`src/rtl/intc_cpu_responder_pkg.sv`:
```
// Shared interrupt-controller definitions: responder state encoding, IACK width
// default and the controller's ISR vector register map.
package intc_pkg;

    typedef enum logic [2:0] {
        ST_IDLE     = 3'd0,
        ST_ACK      = 3'd1,
        ST_REDIRECT = 3'd2,
        ST_SERVICE  = 3'd3,
        ST_RETURN   = 3'd4
    } intc_state_e;

    localparam int unsigned IACK_CYCLES_DEF = 1;

    localparam logic [31:0] INTC_ISR_STRIDE = 32'h0000_0004;
    localparam logic [31:0] INTC_ISR0_ADDR  = 32'h0000_2000;
    localparam logic [31:0] INTC_ISR1_ADDR  = 32'h0000_2004;
    localparam logic [31:0] INTC_ISR2_ADDR  = 32'h0000_2008;
    localparam logic [31:0] INTC_ISR3_ADDR  = 32'h0000_200C;

    function automatic logic [31:0] intc_isr_reg_addr(input logic [1:0] idx);
        return INTC_ISR0_ADDR + ({30'd0, idx} * INTC_ISR_STRIDE);
    endfunction

endpackage

```
`src/rtl/intc_cpu_responder_iack_pulse.sv`:
```
// Loadable down-counter: holds pulse high for IACK_CYCLES cycles after load and
// flags done during the last of those cycles.
module intc_iack_pulse
    import intc_pkg::*;
#(
    parameter int unsigned IACK_CYCLES = IACK_CYCLES_DEF
) (
    input  logic clk,
    input  logic rst,
    input  logic load,
    output logic pulse,
    output logic done
);

    localparam logic [3:0] LOAD_VAL = 4'(IACK_CYCLES - 1);

    logic [3:0] cnt_r;

    // Pulse generation: load arms the counter, pulse drops once it has hit zero.
    always_ff @(posedge clk) begin
        if (rst) begin
            cnt_r <= 4'd0;
            pulse <= 1'b0;
        end else if (load) begin
            cnt_r <= LOAD_VAL;
            pulse <= 1'b1;
        end else if (pulse) begin
            if (cnt_r == 4'd0) begin
                pulse <= 1'b0;
            end else begin
                cnt_r <= cnt_r - 4'd1;
            end
        end
    end

    assign done = pulse && (cnt_r == 4'd0);

endmodule

```
`src/rtl/intc_cpu_responder.sv`:
```
// CPU-side interrupt responder: accept, IACK, ISR redirect, ERET return.
// Optional accepted-interrupt counter is built when INTC_CPU_RESPONDER_STATS_EN is defined.
module intc_cpu_responder
    import intc_pkg::*;
#(
    parameter int unsigned IACK_CYCLES = IACK_CYCLES_DEF,
    parameter int unsigned ADDR_W      = 32,
    parameter int unsigned CNT_W       = 16
) (
    input  logic              clk,
    input  logic              rst,
    input  logic              irq,
    input  logic [ADDR_W-1:0] isr_addr,
    input  logic              gie,
    input  logic              inst_boundary,
    input  logic [ADDR_W-1:0] pc_next,
    input  logic              eret,
    output logic              iack,
    output logic              redirect_valid,
    output logic [ADDR_W-1:0] redirect_pc,
    output logic [ADDR_W-1:0] epc,
    output logic              in_service,
    output logic [CNT_W-1:0]  irq_count
);

    intc_state_e       state_r;
    logic [ADDR_W-1:0] vec_r;
    logic              accept_s;
    logic              iack_done_s;

    assign accept_s = (state_r == ST_IDLE) && irq && gie && inst_boundary;

    intc_iack_pulse #(
        .IACK_CYCLES (IACK_CYCLES)
    ) u_iack_pulse (
        .clk   (clk),
        .rst   (rst),
        .load  (accept_s),
        .pulse (iack),
        .done  (iack_done_s)
    );

    // Handshake sequencer; redirect_valid defaults low so every strobe lasts one cycle.
    always_ff @(posedge clk) begin
        if (rst) begin
            state_r        <= ST_IDLE;
            vec_r          <= {ADDR_W{1'b0}};
            redirect_valid <= 1'b0;
            redirect_pc    <= {ADDR_W{1'b0}};
            epc            <= {ADDR_W{1'b0}};
            in_service     <= 1'b0;
        end else begin
            redirect_valid <= 1'b0;
            case (state_r)
                ST_IDLE: begin
                    if (accept_s) begin
                        epc        <= pc_next;
                        vec_r      <= isr_addr;
                        in_service <= 1'b1;
                        state_r    <= ST_ACK;
                    end
                end
                ST_ACK: begin
                    if (iack_done_s) begin
                        redirect_valid <= 1'b1;
                        redirect_pc    <= vec_r;
                        state_r        <= ST_REDIRECT;
                    end
                end
                ST_REDIRECT: begin
                    state_r <= ST_SERVICE;
                end
                ST_SERVICE: begin
                    // A pending irq here stays with the controller; eret always wins.
                    if (eret) begin
                        redirect_valid <= 1'b1;
                        redirect_pc    <= epc;
                        state_r        <= ST_RETURN;
                    end
                end
                ST_RETURN: begin
                    in_service <= 1'b0;
                    state_r    <= ST_IDLE;
                end
                default: begin
                    in_service <= 1'b0;
                    state_r    <= ST_IDLE;
                end
            endcase
        end
    end

`ifdef INTC_CPU_RESPONDER_STATS_EN
    logic [CNT_W-1:0] cnt_r;

    // Saturating count of accepted interrupts.
    always_ff @(posedge clk) begin
        if (rst) begin
            cnt_r <= {CNT_W{1'b0}};
        end else if (accept_s && (cnt_r != {CNT_W{1'b1}})) begin
            cnt_r <= cnt_r + CNT_W'(1);
        end
    end

    assign irq_count = cnt_r;
`else
    assign irq_count = {CNT_W{1'b0}};
`endif

endmodule
```
`config.mk`:
```
export PLATFORM = sky130hd
export DESIGN_NAME = intc_cpu_responder
export DESIGN_NICKNAME = d
export VERILOG_FILES = /design/src/rtl/intc_cpu_responder_pkg.sv /design/src/rtl/intc_cpu_responder_iack_pulse.sv /design/src/rtl/intc_cpu_responder.sv
export SDC_FILE = /design/constraint.sdc
export NUM_CORES = 1
export LEC_CHECK = 0
export ABC_AREA = 1
export ABC_CLOCK_PERIOD_IN_PS = 2750
export BUFFER_PORTS_ARGS = -buffer_cell sky130_fd_sc_hd__buf_2
export CAP_MARGIN = 10
export CORE_ASPECT_RATIO = 0.9
export CORE_MARGIN = 2
export CORE_UTILIZATION = 54
export CTS_CLUSTER_SIZE = 16
export DETAILED_ROUTE_END_ITERATION = 16
export PLACE_DENSITY = 0.85
export RECOVER_POWER = 100
export SYNTH_ARGS = -nofsm -noshare
export SYNTH_HDL_FRONTEND = slang
export SYNTH_SLANG_ARGS = --single-unit
```
`constraint.sdc`:
```
create_clock -name clk -period 2.75 [get_ports clk]
set_clock_uncertainty 0.2 [all_clocks]
set_input_delay 0.825 -clock clk [delete_from_list [all_inputs] [get_ports clk]]
set_output_delay 0.825 -clock clk [all_outputs]
set_load 0.005 [all_outputs]
```
==> metrics, run 1 <==
outcome complete, no violations; ANT nets after route 0; die span in x between 90 and 100 um; Slew Limit Fails 0; RSZ-0062 raised after global routing no; Core ar. 8029 sq um; Final Hold Violating Endpoints 0; register area 2122 sq um; Initial Util 55.68%; initial DRC count about 180; post-CTS setup buffer count 0; WP data arrival between 2 and 2.5 ns; Reg clk slew, reported paths about 0.1 ns; IO buf count ~140; kind of critical path in -> reg; Compound-Gate Fraction of Synth Area 13.71%; GRT Util Overall about a quarter; first-pass GRT wire length 17.29 mm; fmax 470.6 MHz; CTS Hold Bufs 0; EDFF count, synth 0; clk sinks 106; initial antenna violation count 0; count of cell types in the netlist 25; final setup fails 0; Synth Area in Adders less than 1%; R2R Setup Slk 0.63 ns; Synthesis Warnings 0; via count of the first global-routing pass between 3000 and 4000; io pins 153; post-synthesis mux area share 0%; ys async rst share 0%; RR Startpoint state_r[0]; Die Area about 9000 sq um; worst hold start epc[16]; Max Buffers Root-to-Sink 2; pwr dens 543.9 nW/um^2; top cell type's share of synthesized area between 40% and 50%; Layout Area Growth over Synthesis 19.14%; Post-DP HPWL just over 7 mm; Max FO, Critical Path 24; TNS Setup 0 ns; Worst-Margin Slew around 0.83 ns; Clock H-tree levels 3; Worst Hold Path Cells 2; synthesized flop and latch total around 110; number of detailed-route iterations in the first pass 4; Synth Area in XOR/XNOR 0.3918%; Cells after Synth 644; WL/cell 11.68 um; hold path endpoint epc[16]; Resized cells post-CTS 0; Nets 835; worst min path class reg -> reg; pin count of the biggest net entering global routing approximately 60; Routability Congestion 0.7883; drt total wl 10.13 mm; Max VDD drop around 0.36 mV; num rows 31; area of the multi-input gates 1828 sq um; Mapped Area roughly 4500 sq um; vias per cell a little under 5; Primary FF master, synth dfxtp_1; DRC Markers 0; largest family of logic cells by synthesized area simple AND/OR/NAND/NOR gates; share of cells above drive strength 1 18.49%; RR Endpoint redirect_pc[1]; FILL cells 744; slew margin rel. 44.30%; DR vias 4186; # diodes 0; syn avg cell area 6.942 sq um; Root Buffer clkbuf_8; clk_lat worst skew 0.36 ns; Yosys top cell by area dfxtp_1; CTS tree done; Startpoint Class primary input; Power Total between 2000 and 3000 uW; post-synthesis sequential area ratio ~47%; period utilization 77.28%; Die Span Y 90.32 um; max-cap viol count 0; Period minus WS final 2.125 ns; LEAKAGE 0.002756 uW; ranking of synthesized cells by area dfxtp_1, nor2_1, nand2_1, o21ai_0, inv_1; simple-gate share of the synthesized area between 20% and 30%; critical path capture point type flip-flop; grt ovf 0; CTS Buf Count 9; CP required 2.84 ns; path depth of the worst reg2reg path 8
## cells in the final DEF, fill, tap and decap left out, types with 5 or more instances in the layout
master / instances
a21oi_1: 32
buf_12: 5
buf_2: 111
buf_4: 5
clkbuf_1: 23
clkbuf_8: 12
conb_1: 16
dfxtp_1: 106
inv_1: 65
nand2_1: 129
nand3_1: 7
nor2_1: 150
o21ai_0: 87
## registers in the layout, summed over array words and instances (netlist names)
name	cells
u_iack_pulse.pulse	1
epc	32
vec_r	32
redirect_valid	1
in_service	1
u_iack_pulse.cnt_r	4
state_r	3
redirect_pc	32
## where the power goes
part           internal (uW)  switching, uW
combinational            115            152
clock                    495            509
sequential              1590           31.9
total                   2200            693
## metrics by stage
step | hold WS, ns | cell area, sq um | utilization (%) | instances | setup slack, ns
after floorplan | 0.2445 | 4527 | - | 659 | 0.8059
after global placement | 0.2477 | 5161 | 64.28 | 851 | 0.6023
after detailed placement | 0.2518 | 5161 | 64.28 | 851 | 0.5522
after CTS | 0.2677 | 5375 | 66.95 | 867 | 0.8410
after global routing | 0.2906 | 5326 | 66.34 | 867 | 0.3962
final | 0.2689 | 5326 | 66.34 | 867 | 0.6249
## cell usage after synthesis (2+ instances only)
| library cell | count |
|---|---|
| nor2_1 | 148 |
| nand2_1 | 129 |
| dfxtp_1 | 106 |
| o21ai_0 | 87 |
| inv_1 | 65 |
| a21oi_1 | 32 |
| clkbuf_1 | 17 |
| buf_4 | 16 |
| buf_2 | 14 |
| nand3_1 | 7 |
| buf_6 | 5 |
| nor2_2 | 3 |
| ha_1 | 2 |
| o21ai_1 | 2 |
## routing by layer
metal  GRT usage [%]  vias up  share of wire [%]
met2           40.88      127                 49
met5               0        -                  0
met4           8.105        0                1.9
met3           5.882       16                5.8
li1                -     2177                  -
met1           27.43     1866                 43
## final cells by class
cell class | count | share of cell area (%)
Sequential cell | 106 | 39.84
Timing Repair Buffer | 146 | 14.78
Multi-Input combinational cell | 433 | 34.32
Clock inverter | 4 | 0.9161
Inverter | 67 | 4.722
Clock buffer | 12 | 3.101
Tap cell | 99 | 2.326
## cell families (layout without fill, tap and decap cells)
group                    count (synthesis)  after routing
AND/OR/NAND/NOR                        291            291
AO/OA/AOI/OAI                          122            122
buffers and inverters                  120            229
flip-flops                             106            106
adder cells (fa/ha/maj)                  2              2
XOR/XNOR                                 2              2
other                                    1             16
## critical path, cell delays in order
cell and delay [ns]:
buf_2 0.10, nand3_1 0.09, nor2_1 0.06, inv_1 0.61, buf_4 0.33, nor2_1 0.08, nor2_1 0.13
## worst max path at each step
stage | start | to | slack (ns) | depth (start not counted)
after floorplan | inst_boundary | epc[23] | 0.81 | 7
after CTS | epc[30] | epc[30] | 0.84 | 1
after detailed placement | gie | epc[19] | 0.55 | 7
after global placement | gie | vec_r[25] | 0.60 | 7
final | gie | vec_r[25] | 0.62 | 7
after global routing | state_r[0] | redirect_pc[9] | 0.40 | 8
No activity file was read; power rests on OpenSTA's default activity.
==> run 2, diff against run 1 <==
--- a/config.mk
+++ b/config.mk
@@ -6,15 +6,15 @@
 export NUM_CORES = 1
 export LEC_CHECK = 0
 export ABC_AREA = 1
-export ABC_CLOCK_PERIOD_IN_PS = 2750
+export ABC_CLOCK_PERIOD_IN_PS = 1800
 export BUFFER_PORTS_ARGS = -buffer_cell sky130_fd_sc_hd__buf_2
 export CAP_MARGIN = 10
 export CORE_ASPECT_RATIO = 0.9
 export CORE_MARGIN = 2
-export CORE_UTILIZATION = 54
+export CORE_UTILIZATION = 45
 export CTS_CLUSTER_SIZE = 16
 export DETAILED_ROUTE_END_ITERATION = 16
-export PLACE_DENSITY = 0.85
+export PLACE_DENSITY = 0.76
 export RECOVER_POWER = 100
 export SYNTH_ARGS = -nofsm -noshare
 export SYNTH_HDL_FRONTEND = slang
==> constraint.sdc (replaced) <==
create_clock -name clk -period 1.8 [get_ports clk]
set_clock_uncertainty 0.2 [all_clocks]
set_input_delay 0.54 -clock clk [delete_from_list [all_inputs] [get_ports clk]]
set_output_delay 0.54 -clock clk [all_outputs]
set_load 0.005 [all_outputs]
==> run 2 against run 1 <==
Combinational power up 55%. Flip-flop and latch count did not move. Sequential power grew 53%. Die area increased by 19%. Cell count increased by 3.6%. Via count up 0.86%. Worst hold slack lost 0.062 ns. Routed wire length increased by 8.0%.
==> metrics, run 2 (synthesized netlist as in run 1, its figures left out) <==
crit path cell chain inv_2, ha_2, nand3_2, nor2_2, nor2_4, buf_12, clkbuf_8, nor2_1, nor2_1; Initial Util between 40% and 50%; most common cell after layout, fill and taps aside nor2_1; DRC Markers 0; RSZ-0062 raised after global routing no; path depth of the worst reg2reg path 9; critical path capture point type flip-flop; IO buf count 136; biggest regs epc (32), redirect_pc (32), vec_r (32); DP Worst Slack 0.004219 ns; worst hold start pc_next[27]; Final Hold Violating Endpoints 0; clk sinks roughly 110; WL/cell 12.18 um; io pins 153; Comb pwr share under 10%; pwr dens 860.5 nW/um^2; Die Span Y 98.56 um; vias per cell 4.702; hold path endpoint epc[27]; first-pass GRT wire length 17.24 mm; period utilization 94.46%; Crit path largest cell delay 0.33 ns; DR vias 4222; # diodes 0; via count of the first global-routing pass 3881; final setup fails 0; pin count of the biggest net entering global routing between 50 and 60; share of cells above drive strength 1 19.04%; Period minus WS final 1.700 ns; initial DRC count 249; Startpoint Class flip-flop; Post-DP HPWL 7.198 mm; Worst path most repeated cell nor2_1; RR Endpoint redirect_pc[11]; part of the power in registers a little over half; final setup margin 0.09967 ns; Core ar. 9657 sq um; GRT Util Overall roughly a fifth; Max Buffers Root-to-Sink 2; WP data arrival 1.76 ns; R2R Setup Slk 0.1 ns; switching power ~1000 uW; Layout Area Growth over Synthesis 22.75%; Reg clk slew, reported paths 0.10 ns; TNS Setup 0 ns; Nets 840; Clock H-tree levels 3; initial antenna violation count 0; Max VDD drop approximately 0.47 mV; max-cap viol count 0; Slowest-stage cell, CP dfxtp_1; LEAKAGE between 0.002 and 0.003 uW; Routability Congestion 0.7821; fmax 588.1 MHz; clk_lat worst skew roughly 0.35 ns; Root Buffer clkbuf_8; outcome complete, no violations; Max FO, Critical Path 12; Net Sw Frac 22.23%; Die Area about 11000 sq um; CTS Buf Count 9; kind of critical path reg -> reg; num rows 34; cell internal pwr 3672 uW; die span in x 109.1 um; Worst Hold Path Cells 3; worst min path class in -> reg; number of detailed-route iterations in the first pass 5; CP bufs+invs 3; CTS Hold Bufs 0; FILL cells 936; CP required 1.86 ns; CTS tree done; Clock power frac between 30% and 40%; ANT nets after route 0; grt ovf 0; most frequent cells in the layout nor2_1, nand2_1, dfxtp_1, buf_2, o21ai_0; drt total wl 10.94 mm; RR Startpoint u_iack_pulse.cnt_r[0]; Slew Limit Fails 0; cell family with most CP delay simple AND/OR/NAND/NOR gates
==> run 2: cell types whose count changed in the layout (fill, tap and decap cells not counted), sizes merged <==
| cell | previous run | this run |
|---|---|---|
| clkbuf | 35 | 42 |
| clkinvlp | 0 | 1 |
| clkinv | 3 | 0 |
| bufinv | 1 | 4 |
| buf | 123 | 119 |
==> run 2: repair_timing <==
item | in CTS | in global routing
buffers inserted | 0 | 1
gates resized for setup | 0 | 8
endpoints found under the setup margin | 0 | 24
==> run 2: layout make-up <==
| class | count | area, sq um | area share, % |
|---|---|---|---|
| multi-input cells | 433 | 1853 | 33.77 |
| clock buffers | 10 | 127.6 | 2.326 |
| flip-flops and latches | 106 | 2122 | 38.67 |
| clock inverters | 5 | 127.6 | 2.326 |
| well taps | 126 | 157.7 | 2.873 |
| inverters | 67 | 251.5 | 4.583 |
| repair buffers | 151 | 848.3 | 15.46 |
==> run 2: how the worst max path moves through the flow <==
stage / from / endpoint / cells past startpoint
global route: state_r[2] / epc[21] / 7
floorplan: inst_boundary / epc[23] / 7
global placement: inst_boundary / epc[16] / 7
finish: u_iack_pulse.cnt_r[0] / redirect_pc[11] / 9
CTS: u_iack_pulse.cnt_r[0] / redirect_pc[7] / 9
detailed placement: inst_boundary / epc[21] / 7
==> run 2: through the flow <==
stage / std cells / hold WS (ns) / area, sq um / power (uW) / util, %
5_1_grt: 898 / 0.1891 / 5488 / 4942 / 56.83
4_1_cts: 894 / 0.1870 / 5458 / 4781 / 56.52
2_1_floorplan: 659 / 0.2445 / 4527 / 2781 / -
3_3_place_gp: 879 / 0.2521 / 5202 / 2937 / 53.87
6_report: 898 / 0.2073 / 5488 / 4722 / 56.83
3_5_place_dp: 879 / 0.2517 / 5202 / 2950 / 53.87
==> run 2: layer usage <==
layer  share of wire, %  track usage, %  vias to the layer above
met1                 46           24.40                     1880
met5                  0               0                        -
met3                6.1           3.638                       18
met2                 47           33.40                      136
met4                1.7           7.692                        0
li1                   -               -                     2188
==> run 2: worst min-delay path, cell delays in order <==
cell	delay [ns]
buf_2	0.08
nor2_1	0.03
nor2_1	0.08
==> run 2: power by group through the flow <==
stage          clock network (uW)  logic [uW]  registers (uW)
6_report                     1820         414            2490
5_1_grt                      1970         471            2500
4_1_cts                      1880         414            2480
3_5_place_dp                    0         412            2540
3_3_place_gp                    0         401            2540
2_1_floorplan                   0         245            2540
